File: config.mk
export PLATFORM = sky130hd
export DESIGN_NAME = temp_monitor_multi
export DESIGN_NICKNAME = d
export VERILOG_FILES = /design/src/rtl/temp_monitor_multi_pkg.sv /design/src/rtl/temp_monitor_multi_channel.sv /design/src/rtl/temp_monitor_multi.sv
export SDC_FILE = /design/constraint.sdc
export NUM_CORES = 1
export LEC_CHECK = 0
export CAP_MARGIN = 10
export CORE_UTILIZATION = 39
export DETAILED_ROUTE_END_ITERATION = 16
export GPL_TIMING_DRIVEN = 1
export PLACE_DENSITY = 0.58
export SYNTH_ARGS = -nofsm -noshare
export SYNTH_HDL_FRONTEND = slang
export SYNTH_SLANG_ARGS = --single-unit
export TNS_END_PERCENT = 1
File: constraint.sdc
create_clock -name clk -period 7.5 [get_ports clk]
set_input_delay 2.25 -clock clk [delete_from_list [all_inputs] [get_ports clk]]
set_output_delay 2.25 -clock clk [all_outputs]
set_load 0.1 [all_outputs]
File: src/rtl/temp_monitor_multi_pkg.sv
// rtl/temp_monitor_multi_pkg.sv - shared state and display-mode codes for the temperature monitor
package temp_monitor_multi_pkg;

  typedef enum logic [1:0] {
    STATE_NORMAL = 2'd0,
    STATE_HIGH   = 2'd1,
    STATE_LOW    = 2'd2,
    STATE_RAPID  = 2'd3
  } chan_state_e;

  typedef enum logic [1:0] {
    DISP_MODE_TEMP  = 2'd0,
    DISP_MODE_DELTA = 2'd1,
    DISP_MODE_STATE = 2'd2
  } disp_mode_e;

  function automatic disp_mode_e next_mode(input disp_mode_e m);
    case (m)
      DISP_MODE_TEMP:  return DISP_MODE_DELTA;
      DISP_MODE_DELTA: return DISP_MODE_STATE;
      default:         return DISP_MODE_TEMP;
    endcase
  endfunction

endpackage

File: src/rtl/temp_monitor_multi_channel.sv
// rtl/temp_monitor_multi_channel.sv - one channel: stored samples, classifier and hysteresis
module temp_channel
  import temp_monitor_multi_pkg::*;
#(
  parameter int W        = 10,
  parameter int HIGH_LIM = 100,
  parameter int LOW_LIM  = -40,
  parameter int RATE_LIM = 10,
  parameter int HOLD     = 3
) (
  input  logic          clk,
  input  logic          rst,
  input  logic          sample_valid,
  input  logic [W-1:0]  sample_value,
  output logic [W-1:0]  value,
  output logic [W:0]    delta,
  output chan_state_e   state,
  output logic          seen,
  output logic          alarm_entry
);

  localparam int HW = (HOLD > 1) ? $clog2(HOLD + 1) : 1;
  localparam logic signed [W:0] HIGH_L = (W+1)'(HIGH_LIM);
  localparam logic signed [W:0] LOW_L  = (W+1)'(LOW_LIM);
  localparam logic signed [W:0] RATE_P = (W+1)'(RATE_LIM);
  localparam logic signed [W:0] RATE_N = (W+1)'(-RATE_LIM);

  logic [W-1:0]      value_q, value_d;
  logic [W-1:0]      prev_q, prev_d;
  logic              seen_q, seen_d;
  logic [HW-1:0]     hold_q, hold_d;
  chan_state_e       state_q, state_d;
  chan_state_e       cand;
  logic signed [W:0] in_ext, val_ext, prev_ext, new_delta;

  assign in_ext   = {sample_value[W-1], sample_value};
  assign val_ext  = {value_q[W-1], value_q};
  assign prev_ext = {prev_q[W-1], prev_q};

  // On the first sample prev is loaded with the sample itself so the reported delta is 0.
  always_comb begin
    new_delta = seen_q ? (in_ext - val_ext) : '0;
    if (in_ext > HIGH_L)                             cand = STATE_HIGH;
    else if (in_ext < LOW_L)                         cand = STATE_LOW;
    else if (new_delta > RATE_P || new_delta < RATE_N) cand = STATE_RAPID;
    else                                             cand = STATE_NORMAL;

    value_d     = value_q;
    prev_d      = prev_q;
    seen_d      = seen_q;
    hold_d      = hold_q;
    state_d     = state_q;
    alarm_entry = 1'b0;
    if (sample_valid) begin
      value_d = sample_value;
      prev_d  = seen_q ? value_q : sample_value;
      seen_d  = 1'b1;
      if (cand != STATE_NORMAL) begin
        state_d     = cand;
        hold_d      = '0;
        alarm_entry = (state_q == STATE_NORMAL);
      end else if (state_q != STATE_NORMAL) begin
        if (hold_q == HW'(HOLD - 1)) begin
          state_d = STATE_NORMAL;
          hold_d  = '0;
        end else begin
          hold_d = hold_q + 1'b1;
        end
      end
    end
  end

  always_ff @(posedge clk) begin
    if (rst) begin
      value_q <= '0;
      prev_q  <= '0;
      seen_q  <= 1'b0;
      hold_q  <= '0;
      state_q <= STATE_NORMAL;
    end else begin
      value_q <= value_d;
      prev_q  <= prev_d;
      seen_q  <= seen_d;
      hold_q  <= hold_d;
      state_q <= state_d;
    end
  end

  assign value = value_q;
  assign delta = val_ext - prev_ext;
  assign state = state_q;
  assign seen  = seen_q;

endmodule

File: src/rtl/temp_monitor_multi.sv
// rtl/temp_monitor_multi.sv - multi-channel temperature monitor: channel decode, display rotator, alarms
module temp_monitor_multi
  import temp_monitor_multi_pkg::*;
#(
  parameter int NUM_CH   = 4,
  parameter int W        = 10,
  parameter int HIGH_LIM = 100,
  parameter int LOW_LIM  = -40,
  parameter int RATE_LIM = 10,
  parameter int HOLD     = 3,
  localparam int CW      = (NUM_CH > 1) ? $clog2(NUM_CH) : 1
) (
  input  logic                clk,
  input  logic                rst,
  input  logic                in_valid,
  input  logic [CW-1:0]       in_chan,
  input  logic [W-1:0]        in_value,
  input  logic                tick,
  input  logic                ack,
  output logic [2*NUM_CH-1:0] chan_state,
  output logic [NUM_CH-1:0]   alarm_mask,
  output logic                alarm_any,
  output logic                alarm_latched,
  output logic                disp_valid,
  output logic [CW-1:0]       disp_chan,
  output logic [1:0]          disp_mode,
  output logic [W:0]          disp_value
);

  logic [W-1:0]      ch_value [NUM_CH];
  logic [W:0]        ch_delta [NUM_CH];
  chan_state_e       ch_state [NUM_CH];
  logic [NUM_CH-1:0] ch_seen, ch_entry, ch_we;

  logic [CW-1:0] disp_chan_q, disp_chan_d;
  disp_mode_e    disp_mode_q, disp_mode_d;
  logic          latched_q, latched_d;
  logic          found;

  // Out-of-range channel indices match no decode term and are dropped.
  for (genvar i = 0; i < NUM_CH; i++) begin : g_ch
    assign ch_we[i] = in_valid && (in_chan == CW'(i));

    temp_channel #(
      .W(W), .HIGH_LIM(HIGH_LIM), .LOW_LIM(LOW_LIM), .RATE_LIM(RATE_LIM), .HOLD(HOLD)
    ) u_ch (
      .clk          (clk),
      .rst          (rst),
      .sample_valid (ch_we[i]),
      .sample_value (in_value),
      .value        (ch_value[i]),
      .delta        (ch_delta[i]),
      .state        (ch_state[i]),
      .seen         (ch_seen[i]),
      .alarm_entry  (ch_entry[i])
    );

    assign chan_state[2*i +: 2] = ch_state[i];
    assign alarm_mask[i]        = (ch_state[i] != STATE_NORMAL);
  end

  always_comb begin
    disp_chan_d = disp_chan_q;
    disp_mode_d = disp_mode_q;
    found       = 1'b0;
    if (tick && (|ch_seen)) begin
      disp_mode_d = next_mode(disp_mode_q);
      // Search upward from the next channel; k == NUM_CH lands back on the current one.
      if (disp_mode_q == DISP_MODE_STATE) begin
        for (int k = 1; k <= NUM_CH; k++) begin
          if (!found && ch_seen[(int'(disp_chan_q) + k) % NUM_CH]) begin
            found       = 1'b1;
            disp_chan_d = CW'((int'(disp_chan_q) + k) % NUM_CH);
          end
        end
      end
    end

    if (|ch_entry) latched_d = 1'b1;
    else if (ack)  latched_d = 1'b0;
    else           latched_d = latched_q;
  end

  always_ff @(posedge clk) begin
    if (rst) begin
      disp_chan_q <= '0;
      disp_mode_q <= DISP_MODE_TEMP;
      latched_q   <= 1'b0;
    end else begin
      disp_chan_q <= disp_chan_d;
      disp_mode_q <= disp_mode_d;
      latched_q   <= latched_d;
    end
  end

  always_comb begin
    disp_value = '0;
    if (disp_valid) begin
      case (disp_mode_q)
        DISP_MODE_TEMP:  disp_value = {ch_value[disp_chan_q][W-1], ch_value[disp_chan_q]};
        DISP_MODE_DELTA: disp_value = ch_delta[disp_chan_q];
        DISP_MODE_STATE: disp_value = {{(W-1){1'b0}}, ch_state[disp_chan_q]};
        default:         disp_value = '0;
      endcase
    end
  end

  assign alarm_any     = |alarm_mask;
  assign alarm_latched = latched_q;
  assign disp_valid    = |ch_seen;
  assign disp_chan     = disp_chan_q;
  assign disp_mode     = disp_mode_q;

endmodule

==> flow_metrics.tcl, run 1 <==
set metrics [dict create \
    worstMarginPinSlew_ns 0.9917 \
    crit_end "disp_value[8]" \
    drc 0 \
    reg2reg_depth 12 \
    critPathMaxFanout 5 \
    required_ns 5.25 \
    slowest_stage "clkdlybuf4s50_1" \
    yosysWarnings 0 \
    ys_seq_area_share_pct 22.90 \
    worst_ep_arrival_time_ns 4.32 \
    ir_worst_vdd_uv 111.1 \
    synth_nets 1275 \
    cts_setup_buffers 0 \
    num_vias 8408 \
    hold_class "flip-flop to flip-flop" \
    period_share_pct 87.61 \
    grt_setup_unrepaired "false" \
    critPathLaunchType "flip-flop" \
    num-nets-final 1288 \
    finalWirelength_mm 28.77 \
    cp_slowest_stage_delay_ns 1.16 \
    antenna_cells 0 \
    first_iter_violations 641 \
    antenna_found_initial 0 \
    cap_violations 0 \
    powerDensity_nw_per_um2 162.0 \
    clockRootBuffer "clkbuf_16" \
    clock.fmax_mhz 152.2 \
    cts_tree "yes" \
    regToRegStartpoint "g_ch[1].u_ch.value[0]" \
    worst_r2r_endpoint "alarm_latched" \
    drt-vias-per-instance 5.605 \
    utilization_pct 44.52 \
    hold_viol 0 \
    setup_viol 0 \
    wl_per_cell_um 19.18 \
    r2r_slack_ns 4.12 \
    synth_area_sq_um 9180 \
    outcome "finished clean" \
    first_pass_iters 5 \
    port_buffers 46 \
    first_global_vias 7856 \
    syn2layout_area_growth_pct 10.81 \
    die_area_sq_um 24160 \
    post-route-min-period_ns 6.571 \
    fp-row-count 55 \
    synth_edf_count 0 \
    final.setup_skew_ns 0.01340 \
    die_h_um 155.4 \
    dpl.hpwl_mm 21.03 \
    crit_path_cell_trace "inv_1 > ha_1 > inv_1 > fa_1 > a21o_1 > a21oi_1 > o21bai_1 > a2111oi_0 > nor3_1 > xor2_1 > mux4_2 > nand2_1 > a21oi_1 > clkdlybuf4s50_1" \
    slew_viol_final 0 \
    die_width_um 155.4 \
    hold_buffers 0 \
    grt_pass1_wl_mm 44.84 \
    numCtsBuffers 9 \
    synthArstFlopShare_pct 0 \
    grt_max_degree 58 \
    htree_levels 3 \
    gp_congestion 0.8961 \
    overflow 0 \
    ios 47 \
    drive_gt1_share_pct 6.992 \
    dominantRegCellSynth "dfxtp_1" \
    worstSkewPairLatency_ns 0.37 \
    cts.sinks 105 \
    total_leakage_power_nw 3.589 \
    clk_path_buf_depth 2 \
    track_usage_pct 24.48 \
    end_kind "primary output" \
    syn_area_per_cell_sq_um 7.846 \
    ys_ff_latch 105 \
    syn_inst 1170 \
    cts_resized 0 \
    worstSetupPathType "flip-flop to primary output" \
    ant_nets 0 \
    start_util_pct 40.18 \
    clk_pin_slew_ns 0.08 \
    core_area_sq_um 22850 \
    startpoint "g_ch[1].u_ch.value[0]" \
    synth.distinct_cells 86 \
    relSlewSlack_pct 33.68 \
    fin_setup_tns_ns 0 \
]
per-layer routing:
metal | global-route usage (%) | vias up | wire length [um]
met3 | 2.674 | 56 | 1466
met5 | 0 | - | 0
met1 | 32.58 | 3928 | 13030
met4 | 13.35 | 0 | 1503
li1 | - | 4189 | -
met2 | 38.80 | 235 | 12770
stage by stage:
stage | cells | hold WS [ns] | setup slack, ns | instance area [sq um] | total power, mW
after floorplan | 1170 | 0.4561 | 0.7108 | 9180 | 1.054
after global placement | 1485 | 0.4825 | 1.348 | 9899 | 1.192
after detailed placement | 1485 | 0.4870 | 1.296 | 9899 | 1.194
after CTS | 1500 | 0.4983 | 0.9035 | 10170 | 1.652
after global routing | 1500 | 0.5188 | 0.6082 | 10170 | 1.737
final | 1500 | 0.4959 | 0.9293 | 10170 | 1.648
report_power, final:
part / leakage [nW] / switching, mW / internal, mW
logic: 2.60 / 0.352 / 0.229
registers: 0.855 / 0.0273 / 0.580
clock network: 0.132 / 0.226 / 0.234
total: 3.59 / 0.606 / 1.04
synthesized netlist by cell type, drive strengths merged (11+ instances only):
cell | instances | area, sq um
a211oi | 49 | 372.9
a21o | 15 | 112.6
a21oi | 115 | 583.1
clkbuf | 54 | 222.7
dfxtp | 105 | 2102
ha | 80 | 1001
inv | 118 | 442.9
mux2i | 44 | 440.4
mux4 | 22 | 495.5
nand2 | 123 | 461.7
nand2b | 11 | 68.82
nand3 | 11 | 55.05
nor2 | 102 | 385.4
nor2b | 21 | 131.4
nor3 | 33 | 170.2
o21ai | 45 | 225.2
xnor2 | 35 | 306.5
xor2 | 18 | 165.2
critical path, delay by kind of cell (launching register included):
family,cells,cell delay (ns)
AND/OR/NAND/NOR,2,0.20
adder cells (fa/ha/maj),2,0.57
multiplexers,1,0.25
buffers and inverters,3,1.29
AO/OA/AOI/OAI,5,1.16
flip-flops,1,0.35
XOR/XNOR,1,0.15
layout make-up:
class                      count  area, sq um
inverter                     118        442.9
clock buffer                  11        242.7
sequential                   105         2102
multi-input combinational    884         6365
tap                          313        391.6
timing repair buffer          65        598.1
fill                        2366        12670
clock inverter                 4        30.03
sequential cells by signal, indices dropped and copies added, names as in the netlist:
name and flops:
g_ch.u_ch.value 40, alarm_latched 1, disp_mode 2, g_ch.u_ch.state 8, g_ch.u_ch.prev_q 40, g_ch.u_ch.seen 4
disp_chan 2, g_ch.u_ch.hold_q 8
worst min-delay path by stage:
stage                           start                      to  slack [ns]  cells after the start
3_3_place_gp   g_ch[1].u_ch.hold_q[0]  g_ch[1].u_ch.hold_q[1]        0.48                      1
3_5_place_dp   g_ch[2].u_ch.hold_q[1]  g_ch[2].u_ch.hold_q[1]        0.49                      2
4_1_cts        g_ch[2].u_ch.hold_q[1]  g_ch[2].u_ch.hold_q[1]        0.50                      2
6_report       g_ch[2].u_ch.hold_q[1]  g_ch[2].u_ch.hold_q[1]        0.50                      2
2_1_floorplan  g_ch[1].u_ch.hold_q[0]  g_ch[1].u_ch.hold_q[1]        0.46                      1
5_1_grt        g_ch[0].u_ch.prev_q[8]  g_ch[0].u_ch.prev_q[8]        0.52                      2
layout by cell type, fill, tap and decap left out, types with 4 or more instances in the layout:
cell               n
o211ai_1          10
o21ai_0           39
fa_1               8
o22ai_1            4
nor2_1           100
ha_1              80
xor2_1            17
o21bai_1           8
inv_1            117
a2111oi_0          7
o21a_1            10
a31oi_1           10
xnor2_1           35
mux2i_1           44
clkdlybuf4s50_1   44
buf_4             21
o41ai_1            6
a211o_1            4
nor2b_1           21
nand3_1           11
dfxtp_1          105
o2111ai_1         10
nor3_1            32
nor3b_1            5
mux4_2            22
a211oi_1          48
a21o_1            15
nand2_1          123
clkbuf_16          9
and2_1             6
o21ai_1            6
nand2b_1          11
nor4_1             9
a21oi_1          113
cell families (layout without fill, tap and decap cells):
group / after synthesis / count (layout) / synth area share, %
mux: 67 / 67 / 10.32
buf+inv: 181 / 198 / 7.851
simple gates: 353 / 353 / 18.05
compound gates: 323 / 323 / 23.10
xor+xnor: 53 / 53 / 5.138
fa+ha+maj: 88 / 88 / 12.65
flops: 105 / 105 / 22.90
Power figures use the tool's default switching activity.
==> run 2, diff against run 1 <==
--- a/config.mk
+++ b/config.mk
@@ -6,6 +6,7 @@
 export NUM_CORES = 1
 export LEC_CHECK = 0
 export CAP_MARGIN = 10
+export CORE_MARGIN = 2
 export CORE_UTILIZATION = 39
 export DETAILED_ROUTE_END_ITERATION = 16
 export GPL_TIMING_DRIVEN = 1
==> flow_metrics.tcl, run 2 (synthesized netlist as in run 1, its figures left out) <==
set metrics [dict create \
    outcome "finished clean" \
    clk_pin_slew_ns 0.08 \
    hold_buffers 0 \
    total_leakage_power_nw 3.572 \
    clock.fmax_mhz 151.7 \
    numCtsBuffers 9 \
    setup_viol 0 \
    first_pass_iters 5 \
    gp_congestion 0.8981 \
    critPathLaunchType "flip-flop" \
    period_share_pct 87.87 \
    clock_power_share_pct 28.6 \
    antenna_cells 0 \
    grt_max_degree 63 \
    first_iter_violations 592 \
    num_vias 8504 \
    placed_cells 1489 \
    drc 0 \
    r2r_slack_ns 4.10 \
    worst_ep_arrival_time_ns 4.34 \
    clockRootBuffer "clkbuf_16" \
    drive_gt1_share_pct 6.998 \
    num-nets-final 1286 \
    n_fill_cell 2424 \
    finalWirelength_mm 29.40 \
    fin_cells 1505 \
    cts_resized 0 \
    die_h_um 157.4 \
    syn2layout_area_growth_pct 10.79 \
    clk_path_buf_depth 2 \
    cap_violations 0 \
    hold_class "flip-flop to flip-flop" \
    utilization_pct 43.72 \
    fp-row-count 56 \
    fin_setup_tns_ns 0 \
    p_switching_mw 0.6278 \
    multi_input_area_sq_um 6366 \
    grt_pass1_wl_mm 46.35 \
    track_usage_pct 24.57 \
    layout_commonest_cell "nand2_1" \
    start_util_pct 39.46 \
    p_comb_share_pct 35.0 \
    drt-vias-per-instance 5.650 \
    cts_tree "yes" \
    post-route-min-period_ns 6.590 \
    htree_levels 3 \
    seqPwrFrac_pct 36.4 \
    die_width_um 157.4 \
    slew_viol_final 0 \
    worstMarginPinSlew_ns 1.022 \
    required_ns 5.25 \
    worstSkewPairLatency_ns 0.37 \
    end_kind "primary output" \
    port_buffers 46 \
    dpl.hpwl_mm 21.54 \
    powerDensity_nw_per_um2 163.8 \
    worstSetupPathType "flip-flop to primary output" \
    ir_worst_vdd_uv 122.7 \
    core_area_sq_um 23260 \
    layout_common_cells "nand2_1 (123), inv_1 (117), a21oi_1 (113)" \
    ant_nets 0 \
    p_int_mw 1.038 \
    hold_viol 0 \
    overflow 0 \
    wl_per_cell_um 19.53 \
    final.setup_skew_ns 0.01518 \
    seqCellArea_sq_um 2102 \
    relSlewSlack_pct 31.65 \
    cts.sinks 105 \
    cts_setup_buffers 0 \
    grt_setup_unrepaired "false" \
    critPathMaxFanout 5 \
    ios 47 \
    p_sw_share_pct 37.68 \
    die_area_sq_um 24780 \
    first_global_vias 8093 \
    antenna_found_initial 0 \
]
==> run 2: layout make-up <==
class	instances	area share [%]
multi-input combinational	884	62.59
sequential	105	20.67
timing repair buffer	63	5.733
inverter	118	4.355
tap	319	3.924
clock buffer	10	2.251
clock inverter	6	0.4798
==> run 2: final timing paths <==
| check | cells past startpoint | from | end |
|---|---|---|---|
| max | 14 | g_ch[2].u_ch.value[0] | disp_value[8] |
| max reg2reg | 12 | g_ch[1].u_ch.value[0] | alarm_latched |
| min | 2 | g_ch[0].u_ch.prev_q[3] | g_ch[0].u_ch.prev_q[3] |
| min reg2reg | 2 | g_ch[0].u_ch.prev_q[3] | g_ch[0].u_ch.prev_q[3] |
==> run 2: per-layer routing <==
metal / vias to the layer above / wire length, um / GRT usage (%)
met4: 0 / 1670 / 13.68
met3: 67 / 1519 / 2.726
met2: 285 / 12960 / 39.03
met1: 3971 / 13250 / 32.50
met5: - / 0 / 0
li1: 4181 / - / -
==> run 2: critical path: stages, from the launching register on <==
cell and delay [ns]:
dfxtp_1 0.36, inv_1 0.08, ha_1 0.16, inv_1 0.05
fa_1 0.40, a21o_1 0.17, a21oi_1 0.22, o21bai_1 0.13
a2111oi_0 0.44, nor3_1 0.15, xor2_1 0.17, mux4_2 0.26
nand2_1 0.05, a21oi_1 0.18, clkdlybuf4s50_1 1.16
==> run 2: power groups by stage <==
stage / sequential (mW) / clock, mW / combinational [mW]
after floorplan: 0.627 / 0 / 0.427
after global placement: 0.618 / 0 / 0.576
after detailed placement: 0.619 / 0 / 0.578
after CTS: 0.606 / 0.483 / 0.581
after global routing: 0.610 / 0.504 / 0.640
final: 0.606 / 0.476 / 0.584
==> run 2: per-stage QoR <==
| stage | hold slack (ns) | power [mW] | setup WS [ns] | cell area, sq um |
|---|---|---|---|---|
| finish | 0.5014 | 1.666 | 0.9096 | 10170 |
| global route | 0.5220 | 1.754 | 0.6092 | 10170 |
| CTS | 0.5047 | 1.670 | 0.8982 | 10170 |
| detailed placement | 0.4934 | 1.197 | 1.295 | 9893 |
| global placement | 0.4802 | 1.195 | 1.336 | 9893 |
| floorplan | 0.4561 | 1.054 | 0.7108 | 9180 |
==> run 3, diff against run 2 <==
--- a/config.mk
+++ b/config.mk
@@ -5,12 +5,12 @@
 export SDC_FILE = /design/constraint.sdc
 export NUM_CORES = 1
 export LEC_CHECK = 0
+export ABC_CLOCK_PERIOD_IN_PS = 7500
 export CAP_MARGIN = 10
-export CORE_MARGIN = 2
 export CORE_UTILIZATION = 39
 export DETAILED_ROUTE_END_ITERATION = 16
 export GPL_TIMING_DRIVEN = 1
-export PLACE_DENSITY = 0.58
+export PLACE_DENSITY = 0.67
 export SYNTH_ARGS = -nofsm -noshare
 export SYNTH_HDL_FRONTEND = slang
 export SYNTH_SLANG_ARGS = --single-unit
==> flow_metrics.tcl, run 3 (synthesized netlist as in run 1, its figures left out) <==
set metrics [dict create \
    outcome "finished clean" \
    hold_viol 0 \
    hold_class "flip-flop to flip-flop" \
    finalWirelength_mm 28.06 \
    num-nets-final 1283 \
    num_vias 8450 \
    worstSkewPairLatency_ns 0.37 \
    hold_path_depth 1 \
    track_usage_pct 23.71 \
    die_area_sq_um 24160 \
    cts_tree "yes" \
    gp_congestion 0.8997 \
    grt_pass1_wl_mm 44.08 \
    hold_buffers 0 \
    cts.sinks 105 \
    powerDensity_nw_per_um2 164.5 \
    htree_levels 3 \
    clk_pin_slew_ns 0.08 \
    drt-vias-per-instance 5.648 \
    worst_ep_arrival_time_ns 4.43 \
    critPathLaunchType "flip-flop" \
    slowest_stage "clkdlybuf4s50_1" \
    multi_input_area_sq_um 6365 \
    core_area_sq_um 22850 \
    grt_max_degree 82 \
    final.setup_skew_ns 0.01559 \
    start_util_pct 40.18 \
    required_ns 5.25 \
    ir_worst_vdd_uv 108.2 \
    worstMarginPinSlew_ns 1.013 \
    wl_per_cell_um 18.75 \
    timing.final.ws_setup_ns 0.8152 \
    dpl.hpwl_mm 20.34 \
    die_width_um 155.4 \
    antenna_found_initial 0 \
    clockRootBuffer "clkbuf_16" \
    die_h_um 155.4 \
    cap_violations 0 \
    design_area_sq_um 10150 \
    period_share_pct 89.13 \
    antenna_cells 0 \
    critPathMaxFanout 5 \
    post-route-min-period_ns 6.685 \
    numCtsBuffers 9 \
    worstSetupPathType "flip-flop to primary output" \
    post-place-ws_ns 1.264 \
    total_leakage_power_nw 3.578 \
    cp_slowest_stage_delay_ns 1.16 \
    cts_setup_buffers 0 \
    min_from "g_ch[1].u_ch.hold_q[0]" \
    grt_setup_unrepaired "false" \
    first_global_vias 7999 \
    drive_gt1_share_pct 6.762 \
    crit_path_cell_trace "inv_1 > ha_1 > inv_1 > fa_1 > a21o_1 > a21oi_1 > o21bai_1 > a2111oi_0 > nor3_1 > xor2_1 > mux4_2 > nand2_1 > a21oi_1 > clkdlybuf4s50_1" \
    relSlewSlack_pct 31.85 \
    layout_commonest_cell "nand2_1" \
    slew_viol_final 0 \
    clock.fmax_mhz 149.6 \
    first_iter_violations 605 \
    layout_common_cells "nand2_1 (123), inv_1 (117), a21oi_1 (113)" \
    clk_path_buf_depth 2 \
    fin_setup_tns_ns 0 \
    syn2layout_area_growth_pct 10.55 \
    placed_cell_area_sq_um 9862 \
    fp-row-count 55 \
    reg2reg_depth 12 \
    regToRegStartpoint "g_ch[1].u_ch.value[0]" \
    port_buffers 46 \
    end_kind "primary output" \
    min_to "g_ch[1].u_ch.hold_q[1]" \
    worst_r2r_endpoint "alarm_latched" \
    setup_viol 0 \
    drc 0 \
    r2r_slack_ns 4.12 \
    ios 47 \
    first_pass_iters 5 \
    cts_resized 0 \
    overflow 0 \
    seqCellArea_sq_um 2102 \
    ant_nets 0 \
    n_fill_cell 2345 \
]
run 3: worst max-delay path: cells and delay by family, from the launching register on:
family | cells | cell delay, ns
AOI/OAI and AO/OA | 5 | 1.23
buffers and inverters | 3 | 1.29
DFF | 1 | 0.36
muxes | 1 | 0.25
and+or+nand+nor | 2 | 0.20
xor gates and xnor gates | 1 | 0.19
adders and majority gates | 2 | 0.55
run 3: how the worst max path moves through the flow:
stage	cells after the start	endpoint	slack, ns	startpoint
floorplan	5	disp_value[2]	0.71	disp_chan[1]
global placement	14	disp_value[8]	1.32	g_ch[3].u_ch.value[0]
detailed placement	14	disp_value[8]	1.26	g_ch[3].u_ch.value[0]
CTS	14	disp_value[8]	0.86	g_ch[3].u_ch.value[0]
global route	14	disp_value[8]	0.65	g_ch[3].u_ch.value[0]
finish	14	disp_value[8]	0.82	g_ch[3].u_ch.value[0]
run 3: per-stage QoR:
stage,std cells,power [mW],hold slack (ns),utilization (%)
2_1_floorplan,1170,1.054,0.4561,-
3_3_place_gp,1480,1.183,0.4787,43.17
3_5_place_dp,1480,1.191,0.4837,43.17
4_1_cts,1496,1.668,0.5020,44.42
5_1_grt,1496,1.750,0.5212,44.42
6_report,1496,1.669,0.5006,44.42
run 3: final cells by class:
type | instances | share of cell area (%)
clock inverters | 6 | 0.4685
repair buffers | 60 | 5.523
multi-input cells | 884 | 62.72
clock buffers | 10 | 2.355
well taps | 313 | 3.859
inverters | 118 | 4.364
flip-flops and latches | 105 | 20.71
run 3: layer usage:
metal / part of all wire (%) / up-vias / routed length, um / track usage [%]
met2: 45 / 254 / 12490 / 37.54
li1: - / 4181 / - / -
met3: 6.3 / 56 / 1760 / 3.760
met1: 45 / 3959 / 12670 / 31.62
met5: 0 / - / 0 / 0
met4: 4.0 / 0 / 1134 / 10.83
run 3: where the power goes:
group          leakage, nW  internal [mW]  switching (mW)
clock                0.145          0.239           0.243
sequential           0.855          0.580          0.0275
combinational         2.58          0.227           0.353
